`src/rtl/posit_sched_pkg.sv`:
```
// Shared types and defaults for the posit dot-product scheduler.
// FSM encodings and the default datapath geometry.
package posit_sched_pkg;

  typedef enum logic [1:0] {
    IDLE  = 2'd0,
    ISSUE = 2'd1,
    WAIT  = 2'd2,
    OUT   = 2'd3
  } sched_st_e;

  localparam int unsigned DEF_WIDTH   = 8;
  localparam int unsigned DEF_K       = 9;
  localparam int unsigned DEF_ADDR_W  = 10;
  localparam int unsigned DEF_NOUT_W  = 8;
  localparam int unsigned DEF_TMO_CYC = 32;

endpackage

```
`src/rtl/posit_sched_agen.sv`:
```
// Operand address generator: beat counter and running row base.
// Addresses are forced to zero whenever no read is issued.
module posit_sched_agen
  import posit_sched_pkg::*;
#(
  parameter int unsigned K      = DEF_K,
  parameter int unsigned ADDR_W = DEF_ADDR_W
) (
  input  logic              clk_i,
  input  logic              rstn,
  input  logic              load,
  input  logic [ADDR_W-1:0] w_base,
  input  logic [ADDR_W-1:0] d_base,
  input  logic              issue,
  input  logic              advance,
  output logic [ADDR_W-1:0] w_addr,
  output logic [ADDR_W-1:0] d_addr,
  output logic              last_beat
);

  localparam int unsigned IW =
    (K > 1) ? $clog2(K) : 1;
  localparam logic [IW-1:0] I_LAST =
    IW'(K - 1);
  localparam logic [ADDR_W-1:0] K_STEP =
    ADDR_W'(K);

  logic [IW-1:0]     beat;
  logic [ADDR_W-1:0] row;
  logic [ADDR_W-1:0] dbase;

  assign last_beat = issue && (beat == I_LAST);

  assign w_addr = issue ? row + ADDR_W'(beat)
                        : '0;
  assign d_addr = issue ? dbase + ADDR_W'(beat)
                        : '0;

  // Beat index per product; row base steps by K per finished product.
  always_ff @(posedge clk_i or negedge rstn) begin
    if (!rstn) begin
      beat  <= '0;
      row   <= '0;
      dbase <= '0;
    end else if (load) begin
      beat  <= '0;
      row   <= w_base;
      dbase <= d_base;
    end else begin
      if (issue)
        beat <= last_beat ? '0 : beat + IW'(1);
      if (advance)
        row <= row + K_STEP;
    end
  end

endmodule

```
`src/rtl/posit_dot_sched.sv`:
```
// Posit MAC sequencer: issue K operand reads, await result, hand off.
// Optional watchdog on the MAC wait: define POSIT_SCHED_TMO_EN.
module posit_dot_sched
  import posit_sched_pkg::*;
#(
  parameter int unsigned WIDTH   = DEF_WIDTH,
  parameter int unsigned K       = DEF_K,
  parameter int unsigned ADDR_W  = DEF_ADDR_W,
  parameter int unsigned NOUT_W  = DEF_NOUT_W,
  parameter int unsigned TMO_CYC = DEF_TMO_CYC
) (
  input  logic              clk_i,
  input  logic              rstn,
  input  logic              start_i,
  input  logic [NOUT_W-1:0] n_out_i,
  input  logic [ADDR_W-1:0] w_base_i,
  input  logic [ADDR_W-1:0] d_base_i,
  output logic              busy_o,
  output logic              done_o,
  output logic              err_o,
  output logic              w_rd_o,
  output logic [ADDR_W-1:0] w_addr_o,
  input  logic [WIDTH-1:0]  w_data_i,
  output logic              d_rd_o,
  output logic [ADDR_W-1:0] d_addr_o,
  input  logic [WIDTH-1:0]  d_data_i,
  output logic              mac_vld_o,
  output logic [WIDTH-1:0]  mac_win_o,
  output logic [WIDTH-1:0]  mac_din_o,
  input  logic [WIDTH-1:0]  mac_acc_i,
  input  logic              mac_vld_i,
  output logic              res_vld_o,
  output logic [WIDTH-1:0]  res_data_o,
  output logic [NOUT_W-1:0] res_idx_o,
  input  logic              res_rdy_i
);

  sched_st_e state;
  sched_st_e state_nx;

  logic [NOUT_W-1:0] n_out;
  logic [NOUT_W-1:0] j;
  logic [WIDTH-1:0]  res_data;
  logic [NOUT_W-1:0] res_idx;
  logic              done_q;
  logic              mac_vld_q;

  logic accept;
  logic load;
  logic issue;
  logic last_beat;
  logic res_take;
  logic hshake;
  logic last_prod;
  logic tmo_hit;

  assign accept    = (state == IDLE) && start_i;
  assign load      = accept && (n_out_i != '0);
  assign issue     = (state == ISSUE);
  assign res_take  = (state == WAIT) && mac_vld_i;
  assign hshake    = (state == OUT) && res_rdy_i;
  assign last_prod = (j + NOUT_W'(1)) == n_out;

  posit_sched_agen #(
    .K      (K),
    .ADDR_W (ADDR_W)
  ) u_agen (
    .clk_i     (clk_i),
    .rstn      (rstn),
    .load      (load),
    .w_base    (w_base_i),
    .d_base    (d_base_i),
    .issue     (issue),
    .advance   (hshake),
    .w_addr    (w_addr_o),
    .d_addr    (d_addr_o),
    .last_beat (last_beat)
  );

`ifdef POSIT_SCHED_TMO_EN
  localparam int unsigned TW =
    ($clog2(TMO_CYC + 1) > 6) ?
    $clog2(TMO_CYC + 1) : 6;

  logic [TW-1:0] tmo_cnt;
  logic          err_q;

  // Abort when the MAC stays silent for TMO_CYC WAIT cycles.
  assign tmo_hit = (state == WAIT) && !mac_vld_i &&
                   (tmo_cnt == TW'(TMO_CYC - 1));
  assign err_o   = err_q;

  // Wait-cycle counter and sticky abort flag.
  always_ff @(posedge clk_i or negedge rstn) begin
    if (!rstn) begin
      tmo_cnt <= '0;
      err_q   <= 1'b0;
    end else begin
      tmo_cnt <= (state == WAIT) ?
                 tmo_cnt + TW'(1) : '0;
      if (accept)
        err_q <= 1'b0;
      else if (tmo_hit)
        err_q <= 1'b1;
    end
  end
`else
  logic unused_tmo;

  assign unused_tmo = (TMO_CYC != 0);
  assign tmo_hit    = 1'b0;
  assign err_o      = 1'b0;
`endif

  // State register.
  always_ff @(posedge clk_i or negedge rstn) begin
    if (!rstn)
      state <= IDLE;
    else
      state <= state_nx;
  end

  // Next-state logic.
  always_comb begin
    state_nx = state;
    unique case (state)
      IDLE:
        if (load)
          state_nx = ISSUE;
      ISSUE:
        if (last_beat)
          state_nx = WAIT;
      WAIT:
        if (mac_vld_i)
          state_nx = OUT;
        else if (tmo_hit)
          state_nx = IDLE;
      OUT:
        if (res_rdy_i)
          state_nx = last_prod ? IDLE : ISSUE;
      default:
        state_nx = IDLE;
    endcase
  end

  // Job bookkeeping, result capture, done and MAC-valid pipelining.
  always_ff @(posedge clk_i or negedge rstn) begin
    if (!rstn) begin
      n_out     <= '0;
      j         <= '0;
      res_data  <= '0;
      res_idx   <= '0;
      done_q    <= 1'b0;
      mac_vld_q <= 1'b0;
    end else begin
      done_q    <= (accept && (n_out_i == '0)) ||
                   (hshake && last_prod) ||
                   tmo_hit;
      mac_vld_q <= issue;
      if (load) begin
        n_out <= n_out_i;
        j     <= '0;
      end else if (hshake) begin
        j <= j + NOUT_W'(1);
      end
      if (res_take) begin
        res_data <= mac_acc_i;
        res_idx  <= j;
      end
    end
  end

  assign busy_o     = (state != IDLE);
  assign done_o     = done_q;
  assign w_rd_o     = issue;
  assign d_rd_o     = issue;
  assign mac_vld_o  = mac_vld_q;
  assign mac_win_o  = w_data_i;
  assign mac_din_o  = d_data_i;
  assign res_vld_o  = (state == OUT);
  assign res_data_o = res_data;
  assign res_idx_o  = res_idx;

endmodule

```
`config.mk`:
```
export PLATFORM = sky130hd
export DESIGN_NAME = posit_dot_sched
export DESIGN_NICKNAME = d
export VERILOG_FILES = /design/src/rtl/posit_sched_pkg.sv /design/src/rtl/posit_sched_agen.sv /design/src/rtl/posit_dot_sched.sv
export SDC_FILE = /design/constraint.sdc
export NUM_CORES = 1
export LEC_CHECK = 0
export ABC_CLOCK_PERIOD_IN_PS = 6060
export BUFFER_PORTS_ARGS = -buffer_cell sky130_fd_sc_hd__buf_2
export CAP_MARGIN = 5
export CELL_PAD_IN_SITES_DETAIL_PLACEMENT = 0
export CELL_PAD_IN_SITES_GLOBAL_PLACEMENT = 1
export CORE_UTILIZATION = 41
export DETAILED_ROUTE_END_ITERATION = 7
export PLACE_DENSITY = 0.95
export SETUP_SLACK_MARGIN = 0.02
export SYNTH_ARGS = -nofsm -noshare
export SYNTH_HDL_FRONTEND = slang
export SYNTH_SLANG_ARGS = --single-unit
```
`constraint.sdc`:
```
create_clock -name clk_i -period 6.06 [get_ports clk_i]
set_input_delay 0.606 -clock clk_i [delete_from_list [all_inputs] [get_ports clk_i]]
set_output_delay 0.606 -clock clk_i [all_outputs]
set_load 0.02 [all_outputs]
```
==> impl_metrics.csv <==
group,metric,value,unit
placed_design,placed_area,3920,sq um
clocking,cts_buffers,9,
critical_path,end_kind,"output pin",
sta,fin_crit_sh,49.2,%
sta,hold_viol_final,0,
placed_design,globalplace.congestion,0.807,
placed_design,io_buffers,82,
clocking,cts_tree,"done",
sta,max_freq,335,MHz
critical_path,critPathKind,"register to output pin",
yosys,yosys_warnings,0,
detailed_routing,finalWirelength,7580,um
sta,finClkSkew,0.00903,ns
sta,min_period,2.98,ns
global_routing,grt_pass1_wl,12800,um
cells_and_area,nets,503,
critical_path,r2r_setup_slack,3.90,ns
global_routing,track_usage,18.7,%
outcome,status,"complete, no violations",
yosys,synth_cells,363,
cells_and_area,area_growth,15.8,%
yosys,seq_area_frac_synth,42.4,%
die,initial_core_util,42.7,%
sta,tns,0,ns
clocking,post_cts_resize_count,0,
detailed_routing,wl_per_cell,14.1,um
global_routing,overflow,0,
global_routing,grt_max_degree,61,
power_and_ir_drop,p_leak,1.89,nW
critical_path,cp_max_fo,6,
critical_path,cp.arrival,2.38,ns
critical_path,startpoint_type,"register",
yosys,synth_edf_count,0,
sta,tightest_slew,0.911,ns
detailed_routing,drt_pass1_iterations,5,
yosys,synthArstFlopShare,100,%
detailed_routing,num_vias,2799,
clocking,cts.htree.levels,3,
sta,finalSetupViolCount,0,
cells_and_area,antenna_cells,0,
cells_and_area,drive_gt1_share,32.4,%
critical_path,worstPathRequired,5.45,ns
critical_path,r2r_end,"u_agen.dbase[5]",
cells_and_area,final_area,4100,sq um
critical_path,reg2reg_depth,6,
clocking,hold_buffers,0,
die,core-area,8300,sq um
clocking,worstSkewPairLatency,0.35,ns
yosys,syn_nets,439,
clocking,cts.sinks,60,
die,num_io_pins,116,
detailed_routing,drc,0,
run,maxCapViolations,0,
power_and_ir_drop,max-vdd-ir-drop,232,uV
clocking,path_clk_slew,0.07,ns
die,row_count,33,
yosys,netlist_area,3540,sq um
placed_design,dp_cells,521,
power_and_ir_drop,power_density,509,nW/um^2
yosys,postSynthAreaPerCell,9.76,sq um
global_routing,grt_pass1_vias,2817,
clocking,cts_buffer_depth,2,
sta,slew_headroom,38.7,%
global_routing,antenna_found_initial,0,
critical_path,r2r_start,"state[0]",
clocking,root_buffer,"clkbuf_8",
detailed_routing,final_antenna_net_count,0,
yosys,synth_seq_cells,60,
detailed_routing,drt_iter0_markers,104,
worst_hold_path,hold_class,"primary input to async pin",
clocking,cts_setup_buffers,0,
die,die_w,95.0,um
cells_and_area,layout.cells.non_filler,537,
die,fp.dieH,95.0,um
sta,rsz0062_at_grt,"false",
die,dieArea,9020,sq um
yosys,ys.flop_type,"dfrtp_1",
placed_design,hpwl,5560,um
yosys,synth_cell_types,44,
sta,slew_viol_final,0,
detailed_routing,vias_per_cell,5.21,
-- worst max-delay path by stage --
stage,start,endpoint,cells after the start
2_1_floorplan,u_agen.beat[0],w_addr_o[4],7
3_3_place_gp,n_out_i[5],u_agen.dbase[3],5
3_5_place_dp,u_agen.beat[0],d_addr_o[6],9
4_1_cts,u_agen.beat[0],d_addr_o[6],9
5_1_grt,u_agen.beat[0],w_addr_o[6],9
6_report,u_agen.beat[0],d_addr_o[6],9
-- cells in the final DEF (no fill, tap or decap), types with 4 or more instances in the layout --
cell,n
o21ai_0,26
xnor2_1,22
dfrtp_1,60
clkbuf_8,9
inv_1,18
mux2_2,32
or3_1,5
nand2_1,33
a21o_1,5
a21oi_1,19
nor2_1,24
nor3_1,9
nand3_1,6
buf_2,82
nor4_1,5
xor2_1,5
ha_1,17
nor2b_1,4
-- synth_stat cells, types with 4 or more instances --
cell / count / area share [%]
dfrtp_1: 60 / 42
nand2_1: 33 / 3.5
mux2_2: 32 / 10
o21ai_0: 26 / 3.7
nor2_1: 24 / 2.5
xnor2_1: 22 / 5.4
a21oi_1: 20 / 2.8
buf_4: 18 / 3.8
inv_1: 18 / 1.9
ha_1: 17 / 6.0
clkbuf_1: 9 / 0.95
nor3_1: 9 / 1.3
nand3_1: 6 / 0.85
a21o_1: 5 / 1.1
nor4_1: 5 / 0.88
or3_1: 5 / 0.88
xor2_1: 5 / 1.2
nor2b_1: 4 / 0.71
-- sequential cells by signal (all words and copies together), names as in the netlist --
signal	count
res_idx_o	8
u_agen.beat	4
done_o	1
u_agen.row	10
state	2
n_out	8
res_data_o	8
u_agen.dbase	10
j	8
mac_vld_o	1
-- critical path, cell delays in order (launching register included) --
cell      delay [ns]
dfrtp_1         0.45
ha_1            0.22
inv_1           0.06
fa_1            0.38
nor2b_1         0.17
o21a_1          0.18
o211ai_1        0.11
xor2_1          0.16
nor2_1          0.11
buf_2           0.18
-- metal layers --
layer / part of all wire, % / vias up / routed length [um] / GRT usage, %
li1: - / 1359 / - / -
met1: 43 / 1332 / 3230 / 20.7
met2: 50 / 91 / 3790 / 33.6
met3: 6.3 / 17 / 476 / 6.28
met4: 1.1 / 0 / 87 / 5.56
met5: 0 / - / 0 / 0
-- per-stage QoR --
| step | setup WS (ns) | total power [W] | util (%) | hold slack, ns |
|---|---|---|---|---|
| 4_1_cts | 3.07 | 0.00212 | 49.4 | 0.430 |
| 6_report | 3.08 | 0.00209 | 49.4 | 0.403 |
| 3_5_place_dp | 3.46 | 0.00178 | 47.3 | 0.489 |
| 2_1_floorplan | 3.51 | 0.00149 | - | 0.310 |
| 3_3_place_gp | 3.56 | 0.00174 | 47.3 | 0.485 |
| 5_1_grt | 2.90 | 0.00227 | 49.4 | 0.453 |
-- final cells by class --
cell class              instances  area (sq um)
multi-input cells             254          1800
clock buffers                   9           124
inverters                      18          67.6
repair buffers                 84           425
well taps                     105           131
flip-flops and latches         60          1500
clock inverters                 7          53.8
fillers                       800          4200
-- cells by family (layout without fill, tap and decap cells) --
kind of cell               Yosys count  after routing  share of synthesized area [%]
and+or+nand+nor                    108            108                           15.1
other                                1              1                          0.106
xor gates and xnor gates            27             27                           6.68
buffers and inverters               49            118                           7.17
muxes                               34             34                           10.7
DFF                                 60             60                           42.4
AOI/OAI and AO/OA                   65             65                           10.7
adders and majority gates           19             19                           7.14
-- where the power goes --
group          switching, W  internal [W]
Sequential         0.000159      0.000563
Combinational      0.000594      0.000447
Clock              0.000174      0.000149
Total              0.000927       0.00116
Power figures use the tool's default switching activity.
